### src/rtl/traffic_phase_ctrl.sv
// Two-road traffic phase controller: Moore FSM with a shared down-counter timer.
// Define TRAFFIC_PED_WALK_EN to build in the pedestrian walk phase.
module traffic_phase_ctrl #(
  parameter int T_MAIN_G  = 8,
  parameter int T_SIDE_G  = 4,
  parameter int T_YEL     = 2,
  parameter int T_ALLRED  = 1,
  parameter int T_WALK    = 3,
  parameter int CNT_W     = 4
) (
  input  logic       clock,
  input  logic       reset_n,
  input  logic       side_car,
  input  logic       ped_req,
  output logic [2:0] main_light,
  output logic [2:0] side_light,
  output logic       ped_walk,
  output logic       ped_ack,
  output logic [2:0] phase
);

  typedef enum logic [2:0] {
    MAIN_G = 3'd0,
    MAIN_Y = 3'd1,
    ALL_R1 = 3'd2,
    SIDE_G = 3'd3,
    SIDE_Y = 3'd4,
`ifdef TRAFFIC_PED_WALK_EN
    PED    = 3'd6,
`endif
    ALL_R2 = 3'd5
  } state_t;

  localparam logic [2:0] RED = 3'b100;
  localparam logic [2:0] GRN = 3'b010;
  localparam logic [2:0] YEL = 3'b001;

  localparam logic [CNT_W-1:0] D_MAIN = CNT_W'(T_MAIN_G - 1);
  localparam logic [CNT_W-1:0] D_SIDE = CNT_W'(T_SIDE_G - 1);
  localparam logic [CNT_W-1:0] D_YEL  = CNT_W'(T_YEL - 1);
  localparam logic [CNT_W-1:0] D_AR   = CNT_W'(T_ALLRED - 1);
  localparam logic [CNT_W-1:0] D_WALK = CNT_W'(T_WALK - 1);

  function automatic logic [CNT_W-1:0] dur_of(input state_t s);
    case (s)
      MAIN_G:  dur_of = D_MAIN;
      SIDE_G:  dur_of = D_SIDE;
      MAIN_Y,
      SIDE_Y:  dur_of = D_YEL;
      default: dur_of = D_AR;
    endcase
`ifdef TRAFFIC_PED_WALK_EN
    if (s == PED) dur_of = D_WALK;
`endif
  endfunction

  // {main, side}; anything not explicitly a road phase is all-red
  function automatic logic [5:0] lamps_of(input state_t s);
    case (s)
      MAIN_G:  lamps_of = {GRN, RED};
      MAIN_Y:  lamps_of = {YEL, RED};
      SIDE_G:  lamps_of = {RED, GRN};
      SIDE_Y:  lamps_of = {RED, YEL};
      default: lamps_of = {RED, RED};
    endcase
  endfunction

  state_t           state_q, state_d;
  logic [CNT_W-1:0] timer_q, timer_d;
  logic             side_pend_q, side_pend_d;
  logic [5:0]       lamps_q, lamps_d;
  logic             timer_expired;
  logic             side_now;
  logic             ped_now;

  assign timer_expired = (timer_q == '0);
  // Requests arriving this cycle count immediately so a resting MAIN_G reacts on the next edge
  assign side_now = side_pend_q | side_car;

`ifdef TRAFFIC_PED_WALK_EN
  logic ped_pend_q, ped_pend_d;
  logic ped_walk_q, ped_ack_q;

  assign ped_now = ped_pend_q | (ped_req & (state_q != PED));
`else
  logic unused_ped_req;

  assign unused_ped_req = ped_req;
  assign ped_now        = 1'b0;
`endif

  always_comb begin
    state_d     = state_q;
    timer_d     = timer_expired ? '0 : timer_q - CNT_W'(1);
    side_pend_d = side_now;
    case (state_q)
      MAIN_G: if (timer_expired && (side_now || ped_now)) state_d = MAIN_Y;
      MAIN_Y: if (timer_expired) state_d = ALL_R1;
      ALL_R1: begin
        if (timer_expired) begin
`ifdef TRAFFIC_PED_WALK_EN
          state_d = ped_now ? PED : SIDE_G;
`else
          state_d = SIDE_G;
`endif
        end
      end
      SIDE_G: if (timer_expired) state_d = SIDE_Y;
      SIDE_Y: if (timer_expired) state_d = ALL_R2;
      ALL_R2: if (timer_expired) state_d = MAIN_G;
`ifdef TRAFFIC_PED_WALK_EN
      PED:    if (timer_expired) state_d = MAIN_G;
`endif
      default: state_d = ALL_R2;
    endcase
    if (state_d != state_q) timer_d = dur_of(state_d);
    if ((state_d == SIDE_G) && (state_q != SIDE_G)) side_pend_d = 1'b0;
    lamps_d = lamps_of(state_d);
  end

`ifdef TRAFFIC_PED_WALK_EN
  always_comb begin
    ped_pend_d = ped_now;
    if ((state_d == PED) && (state_q != PED)) ped_pend_d = 1'b0;
  end

  always_ff @(posedge clock or negedge reset_n) begin
    if (!reset_n) begin
      ped_pend_q <= 1'b0;
      ped_walk_q <= 1'b0;
      ped_ack_q  <= 1'b0;
    end else begin
      ped_pend_q <= ped_pend_d;
      ped_walk_q <= (state_d == PED);
      ped_ack_q  <= (state_d == PED) && (state_q != PED);
    end
  end

  assign ped_walk = ped_walk_q;
  assign ped_ack  = ped_ack_q;
`else
  assign ped_walk = 1'b0;
  assign ped_ack  = 1'b0;
`endif

  always_ff @(posedge clock or negedge reset_n) begin
    if (!reset_n) begin
      state_q     <= MAIN_G;
      timer_q     <= D_MAIN;
      side_pend_q <= 1'b0;
      lamps_q     <= {GRN, RED};
    end else begin
      state_q     <= state_d;
      timer_q     <= timer_d;
      side_pend_q <= side_pend_d;
      lamps_q     <= lamps_d;
    end
  end

  assign main_light = lamps_q[5:3];
  assign side_light = lamps_q[2:0];
  assign phase      = state_q;

endmodule

### config.mk
export PLATFORM = sky130hd
export DESIGN_NAME = traffic_phase_ctrl
export DESIGN_NICKNAME = d
export VERILOG_FILES = /design/src/rtl/traffic_phase_ctrl.sv
export SDC_FILE = /design/constraint.sdc
export NUM_CORES = 1
export LEC_CHECK = 0
export BUFFER_PORTS_ARGS = -buffer_cell sky130_fd_sc_hd__buf_2
export CORE_MARGIN = 8
export CORE_UTILIZATION = 45
export CTS_CLUSTER_SIZE = 28
export DETAILED_ROUTE_END_ITERATION = 8
export PLACE_DENSITY = 0.68
export SYNTH_ARGS = -nofsm -noshare
export SYNTH_HDL_FRONTEND = slang
export SYNTH_SLANG_ARGS = --single-unit
### constraint.sdc
create_clock -name clock -period 1.35 [get_ports clock]
set_input_delay 0.27 -clock clock [delete_from_list [all_inputs] [get_ports clock]]
set_output_delay 0.27 -clock clock [all_outputs]
set_load 0.1 [all_outputs]
### After elaboration in Yosys (flattened, before gate mapping)

Index checks and enable logic that the tools add are counted.
Widths: inputs -> output; s select.

| operators by class | value |
|---|---|
| add/sub/neg operators | 1 |
| bitwise operators | 1 |
| equality and inequality tests | 10 |
| mux-type cells | 12 |
| reduce and logical (&&, ||, !) cells | 6 |

Operators with widths:

| cell | count |
|---|---|
| $pmux 6 s4 | 1 |
| $mux 3 | 6 |
| $pmux 3 s6 | 1 |
| $eq 3x2->1 const B | 3 |
| $eq 3x3->1 const B | 3 |
| $pmux 3 s3 | 1 |
| $mux 4 | 2 |
| $eq 3x1->1 const B | 2 |
| $logic_not 3->1 | 2 |
| $logic_not 4->1 | 1 |
| $sub 4x1->4 const B | 1 |
| $ne 3x2->1 const B | 1 |
| $ne 3x3->1 | 1 |
| $logic_and 1x1->1 | 2 |
| $reduce_or 2->1 | 1 |
| $mux 1 | 1 |
| $or 1x1->1 | 1 |

| storage, ports and cells | value |
|---|---|
| bits of input ports | 4 |
| flip-flop bits (word level) | 14 |

### Depth between registers and ports, before layout

| depth | value |
|---|---|
| word-level depth | 8 |
| depth in mapped cells | 4 |
| mapped depth without buffers | 3 |

### Worst setup path before layout

OpenSTA, ideal clock, no wires.

| timing | value |
|---|---|
| path type | register to register |
| start | register state_q[0] (netlist: phase[0]) |
| end | register state_q[1] (netlist: phase[1]) |
| setup slack | -0.575 ns |
| cell stages (with the launch flop) | 5 |
| arrival time | 1.847 ns |
| cells stage by stage | dfrtp_1 clkbuf_1 inv_1 or3_1 a21oi_1 |

| between the ends | value |
|---|---|
| cells in the longest elaborated chain, start to end | 2 |

RTL lines:

| item | RTL line | source |
|---|---|---|
| start: declaration | 68 | `state_t state_q, state_d;` |
| start signal: assignment | 153 | `state_q <= state_d;` |
| $eq 3x3->1 (tied with other cells) | 96 | `case (state_q)` |
| $pmux 3 s6 * | 96 |  |
| net state_d[1] | 68 |  |

The timed path passes the listed nets; every way through them passes the cells marked *.

### Worst setup path after layout

| timing | value |
|---|---|
| start | register timer_q[0] |
| end | register state_q[1] (netlist: phase[1]) |

| between the ends | value |
|---|---|
| cells in the longest elaborated chain, start to end | 4 |

RTL lines:

| item | RTL line | source |
|---|---|---|
| start: declaration | 69 | `logic [CNT_W-1:0] timer_q, timer_d;` |
| start signal: assignment | 154 | `timer_q <= timer_d;` |
| $logic_not 4->1 * | 76 | `assign timer_expired = (timer_q == '0);` |
| $logic_and 1x1->1 | 97 | `MAIN_G: if (timer_expired && (side_now \|\| ped_now)) state_d = MAIN_Y;` |
| $mux 3 | 97 |  |
| $pmux 3 s6 * | 96 |  |
| net state_d[1] | 68 |  |

Marks and branches as above.

==> results.json <==
{
  "cts.clk_slew.worst_paths_ns": 0.08,
  "wl_met2_um": 774,
  "gr-total-overflow": 0,
  "period_needed_ns": 1.45,
  "ios": 15,
  "drt-total-wl_um": 1510,
  "syn2layout_area_growth_pct": 41.3,
  "viasPerCell": 5.57,
  "finalSetupViolCount": 6,
  "setup_ws_ns": -0.0970,
  "fin_util_pct": 65.7,
  "final_cell_mix": "buf_4, buf_2, dfrtp_1",
  "routabilityCongestion": 0.723,
  "hold_violations": 0,
  "wl_met3_um": 80,
  "pre_cts_slack_ns": -0.0804,
  "hold_path_class": "input port to register",
  "setup_tns_ns": -0.234,
  "antenna_left": 0,
  "fp.dieW_um": 54.8,
  "root_buffer": "clkbuf_4",
  "critPathRequiredTime_ns": 1.55,
  "cts.sinks": 14,
  "outcome": "complete, but fails checks",
  "htree_levels": 1,
  "violations": "negative setup slack",
  "drc": 0,
  "track_usage_pct": 11.0,
  "numCtsBuffers": 3,
  "ys_seq_elements": 14,
  "wl_met1_um": 635,
  "synthCells": 66,
  "core_area_sq_um": 1450,
  "rsz0062_at_grt": "true",
  "reg2regPathDepth": 3,
  "clock.fmax_ghz": 0.691,
  "max_cap_violations": 0,
  "drive_above_1_share_pct": 50.6,
  "insertion_delay_ns": 0.28,
  "fin_skew_ns": 0.00436,
  "drtIter0Drc": 6,
  "port_buffers": 11,
  "ys_warn_count": 0,
  "grt_pass1_wl_um": 2460,
  "antenna_found_initial": 0,
  "mappedNetlistArea_sq_um": 676,
  "clock_path_buffers": 2,
  "arrival_ns": 1.65,
  "final_cells": 101,
  "cp-start-kind": "register",
  "final_common_cell": "buf_4",
  "start_util_pct": 46.5,
  "slew_violations": 0,
  "min_delay_path_depth": 3,
  "cp_max_fo": 3,
  "die_area_sq_um": 3000,
  "grt_max_degree": 18,
  "placed_cells": 95,
  "synth.distinct_cells": 30,
  "path_class": "register to register",
  "grt_pass1_vias": 567,
  "fillers": 123,
  "placementRows": 14,
  "cts_tree": "yes",
  "dp_hpwl_um": 1060,
  "num_vias": 563,
  "min_period_over_period_pct": 107,
  "ys_seq_area_share_pct": 52.8,
  "num_antenna_cells": 0,
  "worstSetupEndpointType": "register",
  "top_layer": "met4",
  "postSynthAreaPerCell_sq_um": 10.2,
  "wl_per_cell_um": 15.0,
  "nets": 90,
  "die_h_um": 54.8,
  "dr.pass1.iters": 4
}
metal layers:
layer,vias up,GRT usage [%]
met5,-,0
met4,0,4.92
met3,2,2.45
met2,12,18.9
met1,276,12.7
li1,273,-
flip-flops by register name, summed over array words and instances (netlist names):
| signal | cells |
|---|---|
| phase | 3 |
| side_pend_q | 1 |
| lamps_q | 6 |
| timer_q | 4 |
Yosys cell counts, drive strengths merged:
cell | instances | area (sq um)
dfstp | 5 | 131
inv | 2 | 7.51
buf | 2 | 15.0
a21o | 3 | 22.5
nand3 | 2 | 10.0
nor4 | 2 | 18.8
a221oi | 1 | 8.76
a211oi | 1 | 7.51
o41ai | 1 | 8.76
or2 | 1 | 6.26
or4 | 1 | 11.3
mux2 | 2 | 22.5
o21a | 2 | 15.0
conb | 1 | 3.75
a211o | 1 | 8.76
clkbuf | 3 | 11.3
or3 | 1 | 6.26
o221ai | 1 | 8.76
o22ai | 1 | 6.26
o21ai | 3 | 15.0
dfrtp | 9 | 225
nand2 | 8 | 30.0
nand2b | 1 | 6.26
o311a | 1 | 10.0
nor2b | 1 | 6.26
nor2 | 2 | 7.51
o21ba | 1 | 10.0
a21oi | 7 | 35.0
path summary, 6_finish.rpt:
| kind | from | to | slack, ns |
|---|---|---|---|
| setup / recovery | timer_q[0] | phase[1] | -0.1 |
| hold / removal | side_car | side_pend_q | 0.38 |
| setup reg to reg | timer_q[0] | phase[1] | -0.1 |
| hold reg to reg | phase[2] | phase[1] | 0.62 |
| max in group asynchronous | reset_n | lamps_q[4] | 0.65 |
| min in group asynchronous | reset_n | lamps_q[1] | 0.42 |
cell type report:
| class | count | area [sq um] | share of cell area [%] |
|---|---|---|---|
| flip-flops and latches | 14 | 365 | 38.3 |
| multi-input cells | 46 | 333 | 34.9 |
| repair buffers | 19 | 193 | 20.2 |
| clock buffers | 4 | 36.3 | 3.80 |
| well taps | 16 | 20.0 | 2.10 |
| inverters | 2 | 7.51 | 0.786 |
stage by stage:
| step | hold slack (ns) | area (sq um) |
|---|---|---|
| after global routing | 0.404 | 955 |
| after floorplan | -0.0256 | 699 |
| after global placement | 0.171 | 857 |
| after CTS | 0.379 | 941 |
| after detailed placement | 0.174 | 857 |
| final | 0.379 | 955 |
logic make-up (layout without fill, tap and decap cells):
logic type / count (synthesis) / count (layout) / synth area share, %
buffers and inverters: 7 / 25 / 5.00
flip-flops: 14 / 14 / 52.8
other: 1 / 2 / 0.555
AND/OR/NAND/NOR: 19 / 19 / 15.2
AO/OA/AOI/OAI: 23 / 23 / 23.1
multiplexers: 2 / 2 / 3.33
worst max-delay path, cell delays in order (launching register included):
cell     delay, ns
dfstp_2       0.38
or4_4         0.54
or3_4         0.34
a21oi_2       0.12
timing repair:
item | 4_1_cts | 5_1_grt
gates resized for setup | 8 | 3
pin swaps | 5 | 1
setup endpoints to repair | 9 | 10
endpoints found under the hold margin | 9 | 0
hold buffers | 1 | 0
setup buffers | 1 | 0
Power is not shown: default switching activity piles up to over one toggle a cycle in this logic, so the estimate is an artifact.
